===== src/rtl/wbm_pkg.sv =====
// Shared definitions for the Wishbone command sequencer.
//   state_e  : sequencer FSM states
//   cmd_t    : one queued command {we, adr, dat, sel}, CMD_W bits when packed
//   ERR_DAT  : read data returned for writes and aborted cycles
package wbm_pkg;

    typedef enum logic [1:0] {
        S_IDLE = 2'd0,
        S_BUS  = 2'd1,
        S_RESP = 2'd2
    } state_e;

    localparam int ADR_W = 32;
    localparam int DAT_W = 32;
    localparam int SEL_W = 4;
    localparam int CMD_W = 1 + ADR_W + DAT_W + SEL_W;

    localparam logic [DAT_W-1:0] ERR_DAT = 32'h0;

    typedef struct packed {
        logic             we;
        logic [ADR_W-1:0] adr;
        logic [DAT_W-1:0] dat;
        logic [SEL_W-1:0] sel;
    } cmd_t;

endpackage


===== src/rtl/wbm_cmd_fifo.sv =====
// Synchronous command queue, first-word-fall-through read port.
//   clk_i/rst_ni : clock, async active-low reset (flushes pointers and count)
//   push_i/wdata_i : write strobe and data, ignored when full
//   pop_i/rdata_o  : read strobe and head entry, pop ignored when empty
//   full_o/empty_o : occupancy flags
module wbm_cmd_fifo
    import wbm_pkg::*;
#(
    parameter int DEPTH = 4
) (
    input  logic             clk_i,
    input  logic             rst_ni,
    input  logic             push_i,
    input  logic [CMD_W-1:0] wdata_i,
    input  logic             pop_i,
    output logic [CMD_W-1:0] rdata_o,
    output logic             full_o,
    output logic             empty_o
);

    localparam int PTR_W = (DEPTH > 1) ? $clog2(DEPTH) : 1;
    localparam int CNT_W = $clog2(DEPTH) + 1;

    logic [CMD_W-1:0] mem_q [DEPTH];
    logic [PTR_W-1:0] wr_ptr_q, wr_ptr_d;
    logic [PTR_W-1:0] rd_ptr_q, rd_ptr_d;
    logic [CNT_W-1:0] count_q, count_d;
    logic             do_push, do_pop;

    assign full_o  = (count_q == CNT_W'(DEPTH));
    assign empty_o = (count_q == '0);
    assign do_push = push_i & ~full_o;
    assign do_pop  = pop_i & ~empty_o;
    assign rdata_o = mem_q[rd_ptr_q];

    // DEPTH is a power of two, so pointer overflow is the modulo wrap.
    always_comb begin
        wr_ptr_d = wr_ptr_q;
        rd_ptr_d = rd_ptr_q;
        count_d  = count_q;
        if (do_push) wr_ptr_d = wr_ptr_q + PTR_W'(1);
        if (do_pop)  rd_ptr_d = rd_ptr_q + PTR_W'(1);
        case ({do_push, do_pop})
            2'b10:   count_d = count_q + CNT_W'(1);
            2'b01:   count_d = count_q - CNT_W'(1);
            default: count_d = count_q;
        endcase
    end

    always_ff @(posedge clk_i or negedge rst_ni) begin
        if (!rst_ni) begin
            wr_ptr_q <= '0;
            rd_ptr_q <= '0;
            count_q  <= '0;
        end else begin
            wr_ptr_q <= wr_ptr_d;
            rd_ptr_q <= rd_ptr_d;
            count_q  <= count_d;
        end
    end

    always_ff @(posedge clk_i) begin
        if (do_push) mem_q[wr_ptr_q] <= wdata_i;
    end

endmodule


===== src/rtl/wb_master_seq.sv =====
// Wishbone classic initiator: queued commands become single read/write cycles,
// one response (data + abort flag) returned per command, in order.
//   wb_clk_i/wb_rst_ni           : clock, async active-low reset
//   cmd_valid_i/cmd_ready_o, cmd_* : command stream into the queue
//   rsp_valid_o/rsp_ready_i, rsp_* : response stream (rsp_err_o = watchdog abort)
//   wbm_*                        : Wishbone master bus
//   busy_o                       : queue non-empty or a transfer in progress
// TIMEOUT = stb cycles without ack before abort; 0 disables the watchdog.
module wb_master_seq
    import wbm_pkg::*;
#(
    parameter int FIFO_DEPTH = 4,
    parameter int TIMEOUT    = 255
) (
    input  logic             wb_clk_i,
    input  logic             wb_rst_ni,
    input  logic             cmd_valid_i,
    output logic             cmd_ready_o,
    input  logic             cmd_we_i,
    input  logic [ADR_W-1:0] cmd_adr_i,
    input  logic [DAT_W-1:0] cmd_dat_i,
    input  logic [SEL_W-1:0] cmd_sel_i,
    output logic             rsp_valid_o,
    input  logic             rsp_ready_i,
    output logic [DAT_W-1:0] rsp_dat_o,
    output logic             rsp_err_o,
    output logic             wbm_cyc_o,
    output logic             wbm_stb_o,
    output logic             wbm_we_o,
    output logic [SEL_W-1:0] wbm_sel_o,
    output logic [ADR_W-1:0] wbm_adr_o,
    output logic [DAT_W-1:0] wbm_dat_o,
    input  logic             wbm_ack_i,
    input  logic [DAT_W-1:0] wbm_dat_i,
    output logic             busy_o
);

    localparam int             WD_W    = (TIMEOUT > 0) ? $clog2(TIMEOUT + 1) : 1;
    localparam logic [WD_W-1:0] WD_LAST = WD_W'(TIMEOUT - 1);

    // Reset asserts asynchronously, releases on a clock edge.
    logic [1:0] rst_sync_q;
    logic       rst_n;

    always_ff @(posedge wb_clk_i or negedge wb_rst_ni) begin
        if (!wb_rst_ni) rst_sync_q <= 2'b00;
        else            rst_sync_q <= {rst_sync_q[0], 1'b1};
    end
    assign rst_n = rst_sync_q[1];

    cmd_t             cmd_in, head, cmd_q, cmd_d;
    logic [CMD_W-1:0] head_raw;
    logic             fifo_full, fifo_empty, pop;
    state_e           state_q, state_d;
    logic             cyc_q, cyc_d;
    logic [WD_W-1:0]  wd_q, wd_d;
    logic [DAT_W-1:0] rsp_dat_q, rsp_dat_d;
    logic             rsp_err_q, rsp_err_d;
    logic             timeout_hit;

    assign cmd_in = '{we: cmd_we_i, adr: cmd_adr_i, dat: cmd_dat_i, sel: cmd_sel_i};
    assign head   = cmd_t'(head_raw);

    wbm_cmd_fifo #(.DEPTH(FIFO_DEPTH)) u_fifo (
        .clk_i   (wb_clk_i),
        .rst_ni  (rst_n),
        .push_i  (cmd_valid_i),
        .wdata_i (cmd_in),
        .pop_i   (pop),
        .rdata_o (head_raw),
        .full_o  (fifo_full),
        .empty_o (fifo_empty)
    );

    assign timeout_hit = (TIMEOUT != 0) && (wd_q == WD_LAST);

    always_ff @(posedge wb_clk_i or negedge rst_n) begin
        if (!rst_n) begin
            state_q   <= S_IDLE;
            cmd_q     <= '0;
            cyc_q     <= 1'b0;
            wd_q      <= '0;
            rsp_dat_q <= '0;
            rsp_err_q <= 1'b0;
        end else begin
            state_q   <= state_d;
            cmd_q     <= cmd_d;
            cyc_q     <= cyc_d;
            wd_q      <= wd_d;
            rsp_dat_q <= rsp_dat_d;
            rsp_err_q <= rsp_err_d;
        end
    end

    always_comb begin
        state_d   = state_q;
        cmd_d     = cmd_q;
        cyc_d     = cyc_q;
        wd_d      = wd_q;
        rsp_dat_d = rsp_dat_q;
        rsp_err_d = rsp_err_q;
        pop       = 1'b0;
        case (state_q)
            S_IDLE: begin
                if (!fifo_empty) begin
                    pop     = 1'b1;
                    cmd_d   = head;
                    cyc_d   = 1'b1;
                    wd_d    = '0;
                    state_d = S_BUS;
                end
            end
            S_BUS: begin
                // Ack takes priority over a simultaneous watchdog expiry.
                if (wbm_ack_i) begin
                    cyc_d     = 1'b0;
                    wd_d      = '0;
                    rsp_dat_d = cmd_q.we ? ERR_DAT : wbm_dat_i;
                    rsp_err_d = 1'b0;
                    state_d   = S_RESP;
                end else if (timeout_hit) begin
                    cyc_d     = 1'b0;
                    wd_d      = '0;
                    rsp_dat_d = ERR_DAT;
                    rsp_err_d = 1'b1;
                    state_d   = S_RESP;
                end else begin
                    wd_d = wd_q + WD_W'(1);
                end
            end
            S_RESP: begin
                if (rsp_ready_i) begin
                    rsp_dat_d = '0;
                    rsp_err_d = 1'b0;
                    state_d   = S_IDLE;
                end
            end
            default: state_d = S_IDLE;
        endcase
    end

    always_comb begin
        cmd_ready_o = ~fifo_full;
        wbm_cyc_o   = cyc_q;
        wbm_stb_o   = cyc_q;
        wbm_we_o    = cmd_q.we;
        wbm_sel_o   = cmd_q.sel;
        wbm_adr_o   = cmd_q.adr;
        wbm_dat_o   = cmd_q.dat;
        rsp_valid_o = (state_q == S_RESP);
        rsp_dat_o   = rsp_dat_q;
        rsp_err_o   = rsp_err_q;
        busy_o      = ~fifo_empty | (state_q != S_IDLE);
    end

endmodule


===== config.mk =====
export PLATFORM = sky130hd
export DESIGN_NAME = wb_master_seq
export DESIGN_NICKNAME = d
export VERILOG_FILES = /design/src/rtl/wbm_pkg.sv /design/src/rtl/wbm_cmd_fifo.sv /design/src/rtl/wb_master_seq.sv
export SDC_FILE = /design/constraint.sdc
export NUM_CORES = 1
export LEC_CHECK = 0
export ABC_CLOCK_PERIOD_IN_PS = 11300
export CORE_MARGIN = 1.5
export CORE_UTILIZATION = 25
export CTS_CLUSTER_DIAMETER = 30
export DETAILED_ROUTE_END_ITERATION = 10
export MAX_ROUTING_LAYER = met4
export PLACE_DENSITY = 0.4
export SYNTH_ARGS = -nofsm -noshare
export SYNTH_HDL_FRONTEND = slang
export SYNTH_HIERARCHICAL = 1
export SYNTH_SLANG_ARGS = --single-unit

===== constraint.sdc =====
create_clock -name wb_clk_i -period 11.3 [get_ports wb_clk_i]
set_input_delay 2.26 -clock wb_clk_i [delete_from_list [all_inputs] [get_ports wb_clk_i]]
set_output_delay 2.26 -clock wb_clk_i [all_outputs]
set_load 0.1 [all_outputs]

==> run_results.csv, run 1 <==
group,metric,value,unit
yosys,yosys_most_used_dff,"edfxtp_1",
floorplan,placementRows,89,
clocking,cts_setup_buffers,0,
global_route,antenna_found_initial,11,
clocking,clk_path_buf_depth,3,
critical_path,worstPathArrival,2.84,ns
placed_design,port_buffers,212,
timing,final-setup-viol-count,0,
timing,fin_crit_sh,45.2,%
timing,maxSlewViolCount,0,
flow_run,cap_violations,0,
critical_path,end_kind,"output port",
yosys,ys_warn_count,6,
hold_path,worst_hold_path_type,"reg2async",
cells_and_area,postLayoutCoreUtil,37.0,%
floorplan,die-area,61800,um2
global_route,grt_pass1_wl,57100,um
clocking,cts_num_sinks,398,
placed_design,gp_congestion,0.711,
yosys,async_flop_share,30.7,%
floorplan,core-area,59400,um2
timing,period_minus_slack,5.10,ns
cells_and_area,design_area,21900,um2
clocking,ctsHoldBuffers,0,
yosys,synth_edf_count,276,
clocking,clk_latency,0.62,ns
global_route,grt_pass1_vias,9031,
cells_and_area,num-fill-cells,5541,
clocking,cts_inserted_buffers,106,
yosys,synth_nets,873,
floorplan,ios,213,
global_route,grt.total_usage,12.7,%
critical_path,reg2reg_depth,3,
critical_path,criticalPathCategory,"reg2out",
global_route,grt.overflow.total,0,
route,vias,8029,
critical_path,r2r_slack,8.53,ns
route,wl,37100,um
critical_path,rr_endpoint,"wbm_adr_o[2]$_DFFE_PN0P_",
floorplan,initial_core_util,25.4,%
clocking,htreeDepth,3,
critical_path,required,9.04,ns
yosys,syn_inst,759,
route,drc,0,
clocking,ctsResizeCount,0,
yosys,ys_ff_latch,398,
cells_and_area,drive_above_1_share,29.1,%
route,wl_per_cell,19.2,um
floorplan,fp.dieW,249,um
yosys,yosysSeqAreaShare,75.2,%
clocking,cts-root-buf,"clkbuf_16",
clocking,clk_pin_slew_worst_paths,0.04,ns
floorplan,die_h,249,um
route,drt_iter0_drc,397,
timing,hold_violations,0,
cells_and_area,nets,1171,
timing,setup_tns,0,ns
timing,finalClockSkew,0.0306,ns
critical_path,crit_path_start_kind,"flop",
global_route,grt_max_degree,56,
placed_design,dp_hpwl,22100,um
yosys,synth_area_per_cell,19.9,um2
cells_and_area,area_growth,45.5,%
outcome,outcome,"complete, no violations",
route,vias_per_cell,4.16,
placed_design,dpl_cell_area,18100,um2
critical_path,reg2reg_from,"u_fifo/rd_ptr_q[0]$_DFFE_PN0P_",
timing,whs,0.320,ns
route,ant_nets,0,
timing,worstMarginPinSlew,1.11,ns
yosys,syn_area,15100,um2
timing,max_clock_freq,196,MHz
yosys,synth.distinct_cells,44,
route,first_pass_iters,4,
critical_path,cp_max_fo,6,
clocking,cts_tree,"done",
timing,slew_headroom,25.8,%
timing,rsz0062_at_grt,"no",
metal layers:
metal	vias to the layer above	global-route usage, %	part of all wire [%]
met5	-	-	0
met2	264	19.8	47
met3	83	5.01	7.4
met1	4058	14.7	43
li1	3624	-	-
met4	0	4.72	2.4
cells by family (layout without fill, tap and decap cells):
group / count (synthesis) / after routing / synth area share, %
buffers and inverters: 46 / 433 / 1.68
AND/OR/NAND/NOR: 104 / 104 / 3.17
AO/OA/AOI/OAI: 23 / 23 / 1.03
XOR/XNOR: 6 / 6 / 0.349
other: 1 / 12 / 0.0249
multiplexers: 173 / 173 / 17.8
adder cells (fa/ha/maj): 8 / 8 / 0.714
flip-flops: 398 / 398 / 75.2
worst max path at each step:
stage	from	end	slack [ns]	cells past startpoint
finish	u_fifo/count_q[0]$_DFFE_PN0P_	busy_o	6.20	3
global route	u_fifo/count_q[0]$_DFFE_PN0P_	busy_o	5.94	3
CTS	u_fifo/count_q[0]$_DFFE_PN0P_	busy_o	6.10	3
detailed placement	u_fifo/count_q[0]$_DFFE_PN0P_	busy_o	6.79	3
global placement	u_fifo/count_q[0]$_DFFE_PN0P_	busy_o	6.78	3
floorplan	state_q[1]$_DFFE_PN0P_	rsp_valid_o	7.12	2
cells in the mapped netlist (2+ instances only):
cell | number | area (um2)
edfxtp_1 | 276 | 8290
dfrtp_1 | 122 | 3050
nand2_1 | 74 | 278
mux4_2 | 69 | 1550
mux2_2 | 63 | 709
mux2i_1 | 34 | 340
buf_2 | 14 | 70.1
inv_1 | 11 | 41.3
clkbuf_1 | 9 | 33.8
buf_4 | 7 | 52.6
ha_1 | 7 | 87.6
o21ai_0 | 7 | 35.0
mux2_1 | 6 | 67.6
a21o_1 | 5 | 37.5
buf_6 | 5 | 56.3
nor2_1 | 5 | 18.8
and3_2 | 4 | 30.0
a21oi_1 | 3 | 15.0
nand2b_1 | 3 | 18.8
nand3_1 | 3 | 15.0
xnor2_1 | 3 | 26.3
xor2_1 | 3 | 26.3
a211o_1 | 2 | 17.5
and3_1 | 2 | 12.5
nor3_1 | 2 | 10.0
nor4_1 | 2 | 12.5
critical path, cell delays in order, from the launching register on:
cell and delay (ns):
dfrtp_1 0.42, nor3_1 0.67, nand2_1 0.12, clkdlybuf4s50_1 1.02
metrics by stage:
stage,worst slack (ns),cells
2_1_floorplan,7.12,759
3_3_place_gp,6.78,1722
3_5_place_dp,6.79,1722
4_1_cts,6.10,1919
5_1_grt,5.94,1930
6_report,6.20,1930
cell usage in the layout, fill, tap and decap left out, drive strengths merged, types with 2 or more instances in the layout:
cell type | netlist | final
nand2 | 74 | 74
nor2 | 6 | 6
inv | 11 | 15
nand3 | 3 | 3
clkdlybuf4s50 | 0 | 212
nor4 | 3 | 3
a21o | 5 | 5
mux2 | 70 | 70
clkinv | 0 | 35
and3 | 6 | 6
nand2b | 3 | 3
a21oi | 3 | 3
xor2 | 3 | 3
mux2i | 34 | 34
bufinv | 0 | 23
clkbuf | 9 | 124
ha | 7 | 7
o21ai | 7 | 7
a211o | 2 | 2
clkinvlp | 0 | 11
diode | 0 | 11
mux4 | 69 | 69
buf | 26 | 13
dfrtp | 122 | 122
edfxtp | 276 | 276
xnor2 | 3 | 3
nor3 | 3 | 3
final cells by class:
cell class | instances | area [um2] | area share [%]
Antenna cell | 11 | 27.5 | 0.125
Clock buffer | 124 | 2770 | 12.6
Clock inverter | 73 | 1040 | 4.76
Inverter | 11 | 41.3 | 0.188
Multi-Input combinational cell | 315 | 3520 | 16.0
Sequential cell | 398 | 11400 | 51.7
Tap cell | 773 | 967 | 4.41
Timing Repair Buffer | 225 | 2220 | 10.1
state kept, by name (all words and copies together) (netlist names):
name,count
rsp_err_o,1
wbm_cyc_o,1
wbm_we_o,1
u_fifo/mem_q,276
rst_sync_q,2
rsp_dat_o,32
state_q,2
wbm_dat_o,32
wd_q,8
u_fifo/wr_ptr_q,2
wbm_sel_o,4
wbm_adr_o,32
u_fifo/rd_ptr_q,2
u_fifo/count_q,3
Power of run 1 is left out: the tool's default activity adds up to more than one toggle a clock period on the data nets, which glitch-free logic cannot reach.
==> run 2: changes to the inputs <==
- ABC_CLOCK_PERIOD_IN_PS: 11300 -> 4700
- clock period: 11.3 -> 4.7 ns (I/O delays scaled with it)
==> run 2 against run 1 <==
Effect of this change:
- die area unchanged
- first-iteration DRC count decreased by 34%
- via count increased by 0.96%
- final area decreased by 1.1%
- clock skew decreased by 0.0066 ns
- critical path depth unchanged
- global-route usage increased by 0.15 points
- setup slack got worse by 5.4 ns
- non-clock buffer count increased by 1
- register-to-register slack got worse by 6.1 ns
- critical path type unchanged
- worst hold slack got worse by 0.011 ns
==> run_results.csv, run 2 (synthesized netlist as in run 1, its figures left out) <==
group,metric,value,unit
outcome,outcome,"complete, no violations",
route,drt_iter0_drc,262,
timing,worstMarginPinSlew,1.10,ns
clocking,clk_pin_slew_worst_paths,0.04,ns
floorplan,placementRows,89,
clocking,clk_path_buf_depth,3,
floorplan,initial_core_util,25.4,%
route,wl,37600,um
critical_path,worstPathArrival,2.95,ns
route,wl_per_cell,19.5,um
route,vias_per_cell,4.21,
clocking,cts_tree,"done",
timing,fin_crit_sh,82.8,%
route,drc,0,
timing,setup_tns,0,ns
clocking,clk_latency,0.62,ns
cells_and_area,largest_register,"u_fifo/mem_q",
placed_design,gp_congestion,0.719,
cells_and_area,largest_reg_flops,276,
cells_and_area,area_growth,43.8,%
placed_design,port_buffers,212,
route,vias,8106,
clocking,ctsResizeCount,0,
cells_and_area,nets,1169,
floorplan,die_h,249,um
route,first_pass_iters,4,
timing,final-setup-viol-count,0,
cells_and_area,ff_latch_area,11400,um2
route,ant_nets,0,
global_route,grt.total_usage,12.8,%
hold_path,worst_hold_path_type,"reg2async",
timing,maxSlewViolCount,0,
timing,rsz0062_at_grt,"no",
critical_path,end_kind,"output port",
global_route,grt_pass1_vias,9128,
cells_and_area,multi_input_area,3520,um2
critical_path,criticalPathCategory,"reg2out",
critical_path,crit_path_start_kind,"flop",
global_route,grt_max_degree,72,
clocking,ctsHoldBuffers,0,
clocking,cts_setup_buffers,0,
cells_and_area,final_common_cell,"edfxtp_1",
cells_and_area,layout_common_cells,"edfxtp_1, clkdlybuf4s50_1, dfrtp_1, clkbuf_16, nand2_1",
clocking,cts-root-buf,"clkbuf_16",
timing,max_clock_freq,257,MHz
timing,slew_headroom,26.3,%
global_route,grt.overflow.total,0,
global_route,antenna_found_initial,6,
clocking,cts_num_sinks,398,
floorplan,fp.dieW,249,um
critical_path,required,3.76,ns
timing,finalClockSkew,0.0240,ns
flow_run,cap_violations,0,
clocking,htreeDepth,3,
clocking,cts_inserted_buffers,103,
cells_and_area,num-fill-cells,5506,
timing,hold_violations,0,
timing,period_minus_slack,3.89,ns
cells_and_area,drive_above_1_share,28.8,%
floorplan,ios,213,
floorplan,core-area,59400,um2
global_route,grt_pass1_wl,57900,um
floorplan,die-area,61800,um2
placed_design,dp_hpwl,21300,um
critical_path,cp_max_fo,6,
==> run 2: cell type report <==
cell class | count | area share (%)
well taps | 773 | 4.46
clock inverters | 62 | 3.23
repair buffers | 226 | 10.6
multi-input cells | 315 | 16.2
diodes | 8 | 0.0923
clock buffers | 133 | 12.9
inverters | 11 | 0.190
flip-flops and latches | 398 | 52.3
==> run 2: per-layer routing <==
metal  GRT usage (%)  part of all wire (%)
met1            15.8                    44
met2            19.1                    46
met3            5.17                   7.8
met4            4.56                   2.4
met5               -                     0
==> run 2: final timing paths <==
path | from | cells past startpoint | slack (ns) | to
worst max-delay path | u_fifo/count_q[0]$_DFFE_PN0P_ | 3 | 0.81 | busy_o
worst min-delay path | rst_sync_q[1]$_DFF_PN0_ | 0 | 0.31 | u_fifo/count_q[2]$_DFFE_PN0P_
worst max register to register | u_fifo/count_q[0]$_DFFE_PN0P_ | 9 | 2.39 | u_fifo/count_q[2]$_DFFE_PN0P_
worst min register to register | rst_sync_q[1]$_DFF_PN0_ | 0 | 0.31 | u_fifo/count_q[2]$_DFFE_PN0P_
max in group asynchronous | rst_sync_q[1]$_DFF_PN0_ | 1 | 3.33 | u_fifo/rd_ptr_q[1]$_DFFE_PN0P_
min in group wb_clk_i | rst_sync_q[0]$_DFF_PN0_ | 0 | 0.35 | rst_sync_q[1]$_DFF_PN0_
==> run 2: worst max-delay path, cell delays in order (launching register included) <==
cell,delay (ns)
dfrtp_1,0.43
nor3_1,0.70
nand2_1,0.19
clkdlybuf4s50_1,1.02
==> run 2: metrics by stage <==
step | hold slack [ns] | setup slack, ns | util (%) | instances | area, um2
4_1_cts | 0.345 | 0.746 | 36.5 | 1918 | 21700
3_5_place_dp | 0.339 | 1.43 | 30.6 | 1723 | 18200
3_3_place_gp | 0.338 | 1.44 | 30.6 | 1723 | 18200
5_1_grt | 0.371 | 0.625 | 36.5 | 1924 | 21700
2_1_floorplan | 0.331 | 1.05 | - | 759 | 15100
6_report | 0.309 | 0.809 | 36.5 | 1926 | 21700
Power of run 2 is left out for the same reason.
